--- config.mk ---
export PLATFORM = sky130hd
export DESIGN_NAME = bcd_counter_multi
export DESIGN_NICKNAME = d
export VERILOG_FILES = /design/src/rtl/bcd_counter_multi.sv
export SDC_FILE = /design/constraint.sdc
export NUM_CORES = 1
export LEC_CHECK = 0
export ABC_AREA = 1
export BUFFER_PORTS_ARGS = -buffer_cell sky130_fd_sc_hd__buf_2
export CAP_MARGIN = 20
export CORE_UTILIZATION = 50
export DETAILED_ROUTE_END_ITERATION = 16
export PLACE_DENSITY = 0.87
export SYNTH_ARGS = -nofsm -noshare
export SYNTH_HDL_FRONTEND = slang
export SYNTH_SLANG_ARGS = --single-unit
--- constraint.sdc ---
create_clock -name clk -period 1.4 [get_ports clk]
set_clock_uncertainty 0.05 [all_clocks]
set_input_delay 0.42 -clock clk [delete_from_list [all_inputs] [get_ports clk]]
set_output_delay 0.42 -clock clk [all_outputs]
set_load 0.005 [all_outputs]
--- src/rtl/bcd_counter_multi.sv ---
// Multi-digit BCD up/down counter with prescaler, synchronous clear/load,
// wrap or saturate at the limits, and wrap/overflow/load-error flags.
module bcd_counter_multi #(
  parameter int unsigned NUM_DIGITS = 4,
  parameter int unsigned PRESCALE   = 1,
  parameter bit          SATURATE   = 1'b0
) (
  input  logic                      clk,
  input  logic                      rst,
  input  logic                      en,
  input  logic                      clr,
  input  logic                      load,
  input  logic [4*NUM_DIGITS-1:0]   load_val,
  input  logic                      up_dn,
  output logic [4*NUM_DIGITS-1:0]   count,
  output logic                      wrap,
  output logic                      ovf,
  output logic                      load_err
);

  localparam int unsigned W  = 4 * NUM_DIGITS;
  localparam int unsigned PW = (PRESCALE > 1) ? $clog2(PRESCALE) : 1;
  localparam logic [PW-1:0] PrescMax = PW'(PRESCALE - 1);

  logic [W-1:0]  count_q, count_d;
  logic [PW-1:0] presc_q, presc_d;
  logic          wrap_q, wrap_d;
  logic          ovf_q, ovf_d;
  logic          load_err_q, load_err_d;

  logic          step;
  logic [W-1:0]  stepped;
  logic          at_limit;
  logic [W-1:0]  clamped;
  logic          any_clamped;

  // Prescaler: advances only while enabled, emits a step on its last phase.
  always_comb begin
    step    = en && (presc_q == PrescMax);
    presc_d = presc_q;
    if (en) begin
      presc_d = step ? '0 : presc_q + PW'(1);
    end
  end

  // Ripple the +1/-1 through the digits; a carry/borrow out of the MSD means the limit was hit.
  always_comb begin
    logic       carry;
    logic [3:0] dig;
    stepped = count_q;
    carry   = 1'b1;
    for (int i = 0; i < int'(NUM_DIGITS); i++) begin
      dig = count_q[4*i +: 4];
      if (carry) begin
        if (up_dn) begin
          if (dig >= 4'd9) begin
            stepped[4*i +: 4] = 4'd0;
          end else begin
            stepped[4*i +: 4] = dig + 4'd1;
            carry             = 1'b0;
          end
        end else begin
          if (dig == 4'd0) begin
            stepped[4*i +: 4] = 4'd9;
          end else begin
            stepped[4*i +: 4] = dig - 4'd1;
            carry             = 1'b0;
          end
        end
      end
    end
    at_limit = carry;
  end

  // Clamp each loaded digit to 9 and note whether any needed clamping.
  always_comb begin
    clamped     = load_val;
    any_clamped = 1'b0;
    for (int i = 0; i < int'(NUM_DIGITS); i++) begin
      if (load_val[4*i +: 4] > 4'd9) begin
        clamped[4*i +: 4] = 4'd9;
        any_clamped       = 1'b1;
      end
    end
  end

  // Next-state selection: clear beats load beats step.
  always_comb begin
    count_d    = count_q;
    wrap_d     = 1'b0;
    load_err_d = 1'b0;
    ovf_d      = ovf_q;
    if (clr) begin
      count_d = '0;
      ovf_d   = 1'b0;
    end else if (load) begin
      count_d    = clamped;
      load_err_d = any_clamped;
    end else if (step) begin
      wrap_d  = at_limit;
      ovf_d   = ovf_q | at_limit;
      count_d = (at_limit && SATURATE) ? count_q : stepped;
    end
  end

  // State registers; clear and load also restart the prescaler.
  always_ff @(posedge clk or negedge rst) begin
    if (!rst) begin
      count_q    <= '0;
      presc_q    <= '0;
      wrap_q     <= 1'b0;
      ovf_q      <= 1'b0;
      load_err_q <= 1'b0;
    end else begin
      count_q    <= count_d;
      presc_q    <= (clr || load) ? '0 : presc_d;
      wrap_q     <= wrap_d;
      ovf_q      <= ovf_d;
      load_err_q <= load_err_d;
    end
  end

  assign count    = count_q;
  assign wrap     = wrap_q;
  assign ovf      = ovf_q;
  assign load_err = load_err_q;

endmodule

==> results of run 1 <==
## cell families (layout without fill, tap and decap cells)
| logic type | Yosys count | in the layout |
|---|---|---|
| buffers and inverters | 53 | 163 |
| flip-flops | 20 | 20 |
| AND/OR/NAND/NOR | 153 | 153 |
| AO/OA/AOI/OAI | 43 | 43 |
| XOR/XNOR | 5 | 5 |
| adder cells (fa/ha/maj) | 13 | 13 |
## where the power goes
part           internal (uW)  total [uW]  switching [uW]  leakage [uW]
Clock                    251         477             225     0.0000288
Sequential               634         712            78.2      0.000259
Combinational            741        1570             824       0.00133
## routing by layer
| metal | up-vias | routed length, um | track usage |
|---|---|---|---|
| li1 | 1157 | - | - |
| met1 | 1222 | 2970 | 0.409 |
| met2 | 266 | 3770 | 0.612 |
| met3 | 83 | 1030 | 0.0688 |
| met4 | 0 | 594 | 0.170 |
| met5 | - | 0 | 0 |
## sequential cells by signal, indices dropped and copies added (netlist names)
| signal | count |
|---|---|
| count | 16 |
| load_err | 1 |
| presc_q | 1 |
| ovf | 1 |
| wrap | 1 |
## layout by cell type, fill, tap and decap left out, drive strengths merged
cell	synthesis	layout
ha	13	13
nand2	76	76
nand4	7	7
nand3	44	44
xnor2	2	2
a31oi	1	1
o211ai	1	1
o21ai	27	27
or2	1	1
clkinv	1	1
a21oi	14	14
inv	47	47
xor2	3	3
dfrtp	20	20
nor2	23	23
nor3b	1	1
nor3	1	1
clkbuf	1	4
buf	4	111
## cell type report
type                    instances  area [sq um]  share of cell area
clock buffers                   4          55.1              0.0179
flip-flops and latches         20           505               0.164
well taps                      46          57.6              0.0187
multi-input cells             214          1410               0.458
inverters                      48           183              0.0593
repair buffers                111           870               0.282
## stage by stage
stage	power [uW]	hold slack (ns)
after CTS	2370	0.0685
after detailed placement	1720	0.349
after floorplan	1270	0.0744
after global routing	2860	0.0789
final	2750	0.0476
after global placement	1690	0.349
## timing repair
action	4_1_cts	5_1_grt
endpoints found under the setup margin	26	30
setup buffers	13	15
pin swaps	23	11
gates resized for setup	46	40
endpoints found under the hold margin	0	0
## worst paths after layout
kind / slack, ns / to
min reg2reg: 0.46 / presc_q$_DFFE_PN0P_
max: -0.34 / count[14]$_DFFE_PN0P_
max reg2reg: -0.34 / count[14]$_DFFE_PN0P_
max in group asynchronous: 0.89 / count[12]$_DFFE_PN0P_
min in group clk: 0.26 / presc_q$_DFFE_PN0P_
min: 0.05 / count[4]$_DFFE_PN0P_
## critical path, delay by kind of cell, from the launching register on
kind / cells / cell delay, ns
buf+inv: 2 / 0.14
fa+ha+maj: 1 / 0.14
simple gates: 6 / 0.86
flops: 1 / 0.41
==> flow_summary.toml, run 1 <==
[status]
outcome = "complete, but fails checks"
violations = "negative setup slack"

[yosys]
syn-cell-area_sq_mm = 0.00189
synth_seq_area_share = 0.265
ys_types = 28
synthCells = 287
synth_area_leader_cell = "dfrtp_1"
yosys.area_share.simple = 0.384
yosys-top-cells-count = "nand2_1, inv_1, nand3_1"
syn_nets = 322
synthXorXnorAreaFrac = 0.0231
synth.most_common_cell = "nand2_1"
netlist.area_leader.share = 0.265
synth-main-ff-cell = "dfrtp_1"
ys_warn_count = 0
synth.area.top_cells = "dfrtp_1, nand2_1, nand3_1, ha_1, inv_1"
synthAdderAreaFrac = 0.0860
syn-mean-instance-area_sq_um = 6.59
synth_seq_cells = 20
synth-edff-count = 0
synth_compound_gate_area_share = 0.118
synthMuxAreaShare = 0
synth_top_family_by_area = "simple AND/OR/NAND/NOR gates"
async_reset_ff_frac = 1.00

[power_and_ir_drop]
ir_worst_vdd_mv = 0.669
leakage_uw = 0.00162
power.density_mw_per_mm2 = 894

[critical_path]
crit_start = "count[1]$_DFFE_PN0P_"
cp_common_cell = "inv_2"
worst-path-max-fanout = 5
crit_required_ns = 1.51
rr_worst_depth = 9
slowest_delay_ns = 0.41
r2r-start = "count[1]$_DFFE_PN0P_"
cp-start-kind = "flip-flop"
crit_path_cell_trace = "inv_2 -> ha_4 -> inv_2 -> nor2_4 -> nand3_4 -> nand2_8 -> nand4_1 -> nand3_1 -> nand2_1"
cp-end-kind = "flip-flop"
worstSetupPathType = "flip-flop to flip-flop"
arrival_ns = 1.85
crit_path_top_delay_cell = "dfrtp_1"

[clocking]
clk_path_buf_depth = 2
cts_buffers = 3
cts-root-buf = "clkbuf_8"
cts_hold_buf = 0
worstSkewPairLatency_ns = 0.27
h-tree-depth = 1
cts_tree = "yes"
clkSinkCount = 20
clkTransAtPathRegs_ns = 0.08

[sta]
fmaxAchievable_mhz = 576
slew_violations = 0
rsz0062_at_grt = "yes"
final-setup-viol-count = 27
hold_viol_final = 0
post-route-period-util = 1.24
finalSetupTns_ns = -5.06
fin_crit_ns = 1.74
tightest_slew_ns = 0.543
slew_headroom = 0.634
layout_setup_ws_ns = -0.337

[global_route]
antenna_found_initial = 0
grt_overflow = 0
grt_pass1_wl_um = 11000
grt_max_degree = 21
first_global_vias = 2390
grt_use_total = 0.352

[min_path]
min_path_type = "input port to asynchronous set/reset pin"

[placement]
dp_hpwl_um = 4110
dp_slack_ns = -0.189
dp.cells = 415
placed_cell_area_sq_mm = 0.00248
io_buffers = 40
gp_congestion = 0.945

[routing]
drc = 0
via_per_inst = 6.16
via_count = 2728
drt_pass1_iterations = 8
wirelength_um = 8370
drt-initial-drc-count = 344
ant_nets = 0
wire_per_inst_um = 18.9

[finish]
syn_to_final_growth_pct = 62.9
nNetsFinal = 433
stdcell_area_sq_mm = 0.00308
fill_cells = 160
stdcell_count = 443
diodes = 0
drive_gt1_frac = 0.474
fin_util = 0.889

[die]
design.core.area_sq_mm = 0.00347
ioPinCount = 41
die_x_um = 63.5
rows = 21
die_area_sq_mm = 0.00403
die_y_um = 63.5
initial_core_util = 0.545

[job]
max_cap_viol_count = 0
(Power assumes the default switching activity.)
==> run 2, diff against run 1 <==
--- a/config.mk
+++ b/config.mk
@@ -8,9 +8,9 @@
 export ABC_AREA = 1
 export BUFFER_PORTS_ARGS = -buffer_cell sky130_fd_sc_hd__buf_2
 export CAP_MARGIN = 20
-export CORE_UTILIZATION = 50
+export CORE_UTILIZATION = 55
 export DETAILED_ROUTE_END_ITERATION = 16
-export PLACE_DENSITY = 0.87
+export PLACE_DENSITY = 0.91
 export SYNTH_ARGS = -nofsm -noshare
 export SYNTH_HDL_FRONTEND = slang
 export SYNTH_SLANG_ARGS = --single-unit
==> constraint.sdc (replaced) <==
create_clock -name clk -period 1.8 [get_ports clk]
set_clock_uncertainty 0.05 [all_clocks]
set_input_delay 0.54 -clock clk [delete_from_list [all_inputs] [get_ports clk]]
set_output_delay 0.54 -clock clk [all_outputs]
set_load 0.005 [all_outputs]
==> flow_summary.toml, run 2 (synthesized netlist as in run 1, its figures left out) <==
[critical_path]
cp-start-kind = "flip-flop"
crit_path_top_delay_cell = "dfrtp_1"
r2r_end = "count[10]$_DFFE_PN0P_"
worstSetupPathType = "flip-flop to flip-flop"
cp-end-kind = "flip-flop"
cp_common_cell = "nand2_1"
ff2ff_setup_slack_ns = 0.13
crit_required_ns = 1.99
r2r-start = "count[4]$_DFFE_PN0P_"
crit_path_cell_trace = "inv_1 -> ha_1 -> inv_1 -> nor2_2 -> nand2_1 -> nand2_2 -> nand3_2 -> nand2_4 -> inv_2 -> nand2_1 -> nand2_1"
slowest_delay_ns = 0.40
rr_worst_depth = 11
worst-path-max-fanout = 7
arrival_ns = 1.87

[finish]
fill_cells = 290
nNetsFinal = 378
layout_commonest_cell = "nand2_1"
drive_gt1_frac = 0.251
final_cell_mix = "nand2_1, inv_1, nand3_1, buf_2, o21ai_0"
diodes = 0
stdcell_count = 386
multi_input_area_sq_mm = 0.00116
syn_to_final_growth_pct = 18.9
largest_reg_flops = 16
regArea_sq_um = 502

[die]
rows = 20
die_y_um = 60.7
die_x_um = 60.7
ioPinCount = 41
die_area_sq_mm = 0.00368
design.core.area_sq_mm = 0.00315
initial_core_util = 0.600

[sta]
slew_violations = 0
layout_setup_ws_ns = 0.126
tightest_slew_ns = 0.491
slew_headroom = 0.673
finalSetupTns_ns = 0
fin_crit_ns = 1.67
fmaxAchievable_mhz = 597
hold_viol_final = 0
final-setup-viol-count = 0
post-route-period-util = 0.930

[clocking]
cts_hold_buf = 0
clkTransAtPathRegs_ns = 0.13
cts_buffers = 3
clk_path_buf_depth = 2
h-tree-depth = 1
cts_tree = "yes"
clkSinkCount = 20
cts-root-buf = "clkbuf_4"
worstSkewPairLatency_ns = 0.34

[global_route]
grt_max_degree = 21
grt_pass1_wl_um = 7510
first_global_vias = 1831
grt_overflow = 0
grt_use_total = 0.270
antenna_found_initial = 0

[routing]
via_count = 2099
wire_per_inst_um = 12.5
ant_nets = 0
via_per_inst = 5.44
drc = 0
wirelength_um = 4830
drt-initial-drc-count = 206
drt_pass1_iterations = 5

[placement]
gp_congestion = 0.871
dp.cells = 376
dp_hpwl_um = 3710
dp_slack_ns = 0.0439
io_buffers = 40

[status]
outcome = "finished, final reports clean"

[power_and_ir_drop]
ir_worst_vdd_mv = 0.467
leakage_uw = 0.00127
power.density_mw_per_mm2 = 661

[min_path]
min_path_type = "input port to asynchronous set/reset pin"

[job]
max_cap_viol_count = 0
run 2: worst max-delay path by stage:
stage,start,to,cells past startpoint
final,count[4]$_DFFE_PN0P_,count[10]$_DFFE_PN0P_,11
after global placement,up_dn,count[14]$_DFFE_PN0P_,7
after floorplan,count[4]$_DFFE_PN0P_,count[10]$_DFFE_PN0P_,11
after global routing,count[9]$_DFFE_PN0P_,count[15]$_DFFE_PN0P_,9
after detailed placement,up_dn,count[14]$_DFFE_PN0P_,8
after CTS,count[1]$_DFFE_PN0P_,count[14]$_DFFE_PN0P_,11
run 2: power by group:
part	total (uW)	internal, uW	switching, uW
logic	648	267	381
registers	551	491	59.9
clock network	288	124	163
total	1490	883	604
run 2: worst max-delay path, delay by kind of cell (launching register included):
family	cells	cell delay, ns
fa+ha+maj	1	0.18
buf+inv	3	0.22
flops	1	0.40
simple gates	7	0.75
run 2: per-stage QoR:
| step | total power, uW | util | hold WS (ns) | cell area, sq um |
|---|---|---|---|---|
| 6_report | 1490 | 0.713 | 0.0894 | 2250 |
| 5_1_grt | 1580 | 0.713 | 0.124 | 2250 |
| 4_1_cts | 1440 | 0.699 | 0.111 | 2200 |
| 3_5_place_dp | 1170 | 0.687 | 0.431 | 2170 |
| 3_3_place_gp | 1150 | 0.687 | 0.424 | 2170 |
| 2_1_floorplan | 966 | - | 0.194 | 1890 |
run 2: final cells by class:
class / count / share of cell area
clock buffers: 4 / 0.0161
well taps: 44 / 0.0245
repair buffers: 56 / 0.142
flip-flops and latches: 20 / 0.223
inverters: 48 / 0.0801
multi-input cells: 214 / 0.514
run 2: repair_timing:
action	in CTS	in global routing
gates resized for setup	0	3
endpoints found under the setup margin	0	14
setup buffers	0	6
run 2: per-layer routing:
layer  GRT usage  wire length [um]  vias to the layer above
met5           0                 0                        -
met4      0.0974                83                        0
met3      0.0256               355                       10
met2       0.465              2290                      104
met1       0.353              2100                      948
li1            -                 -                     1037
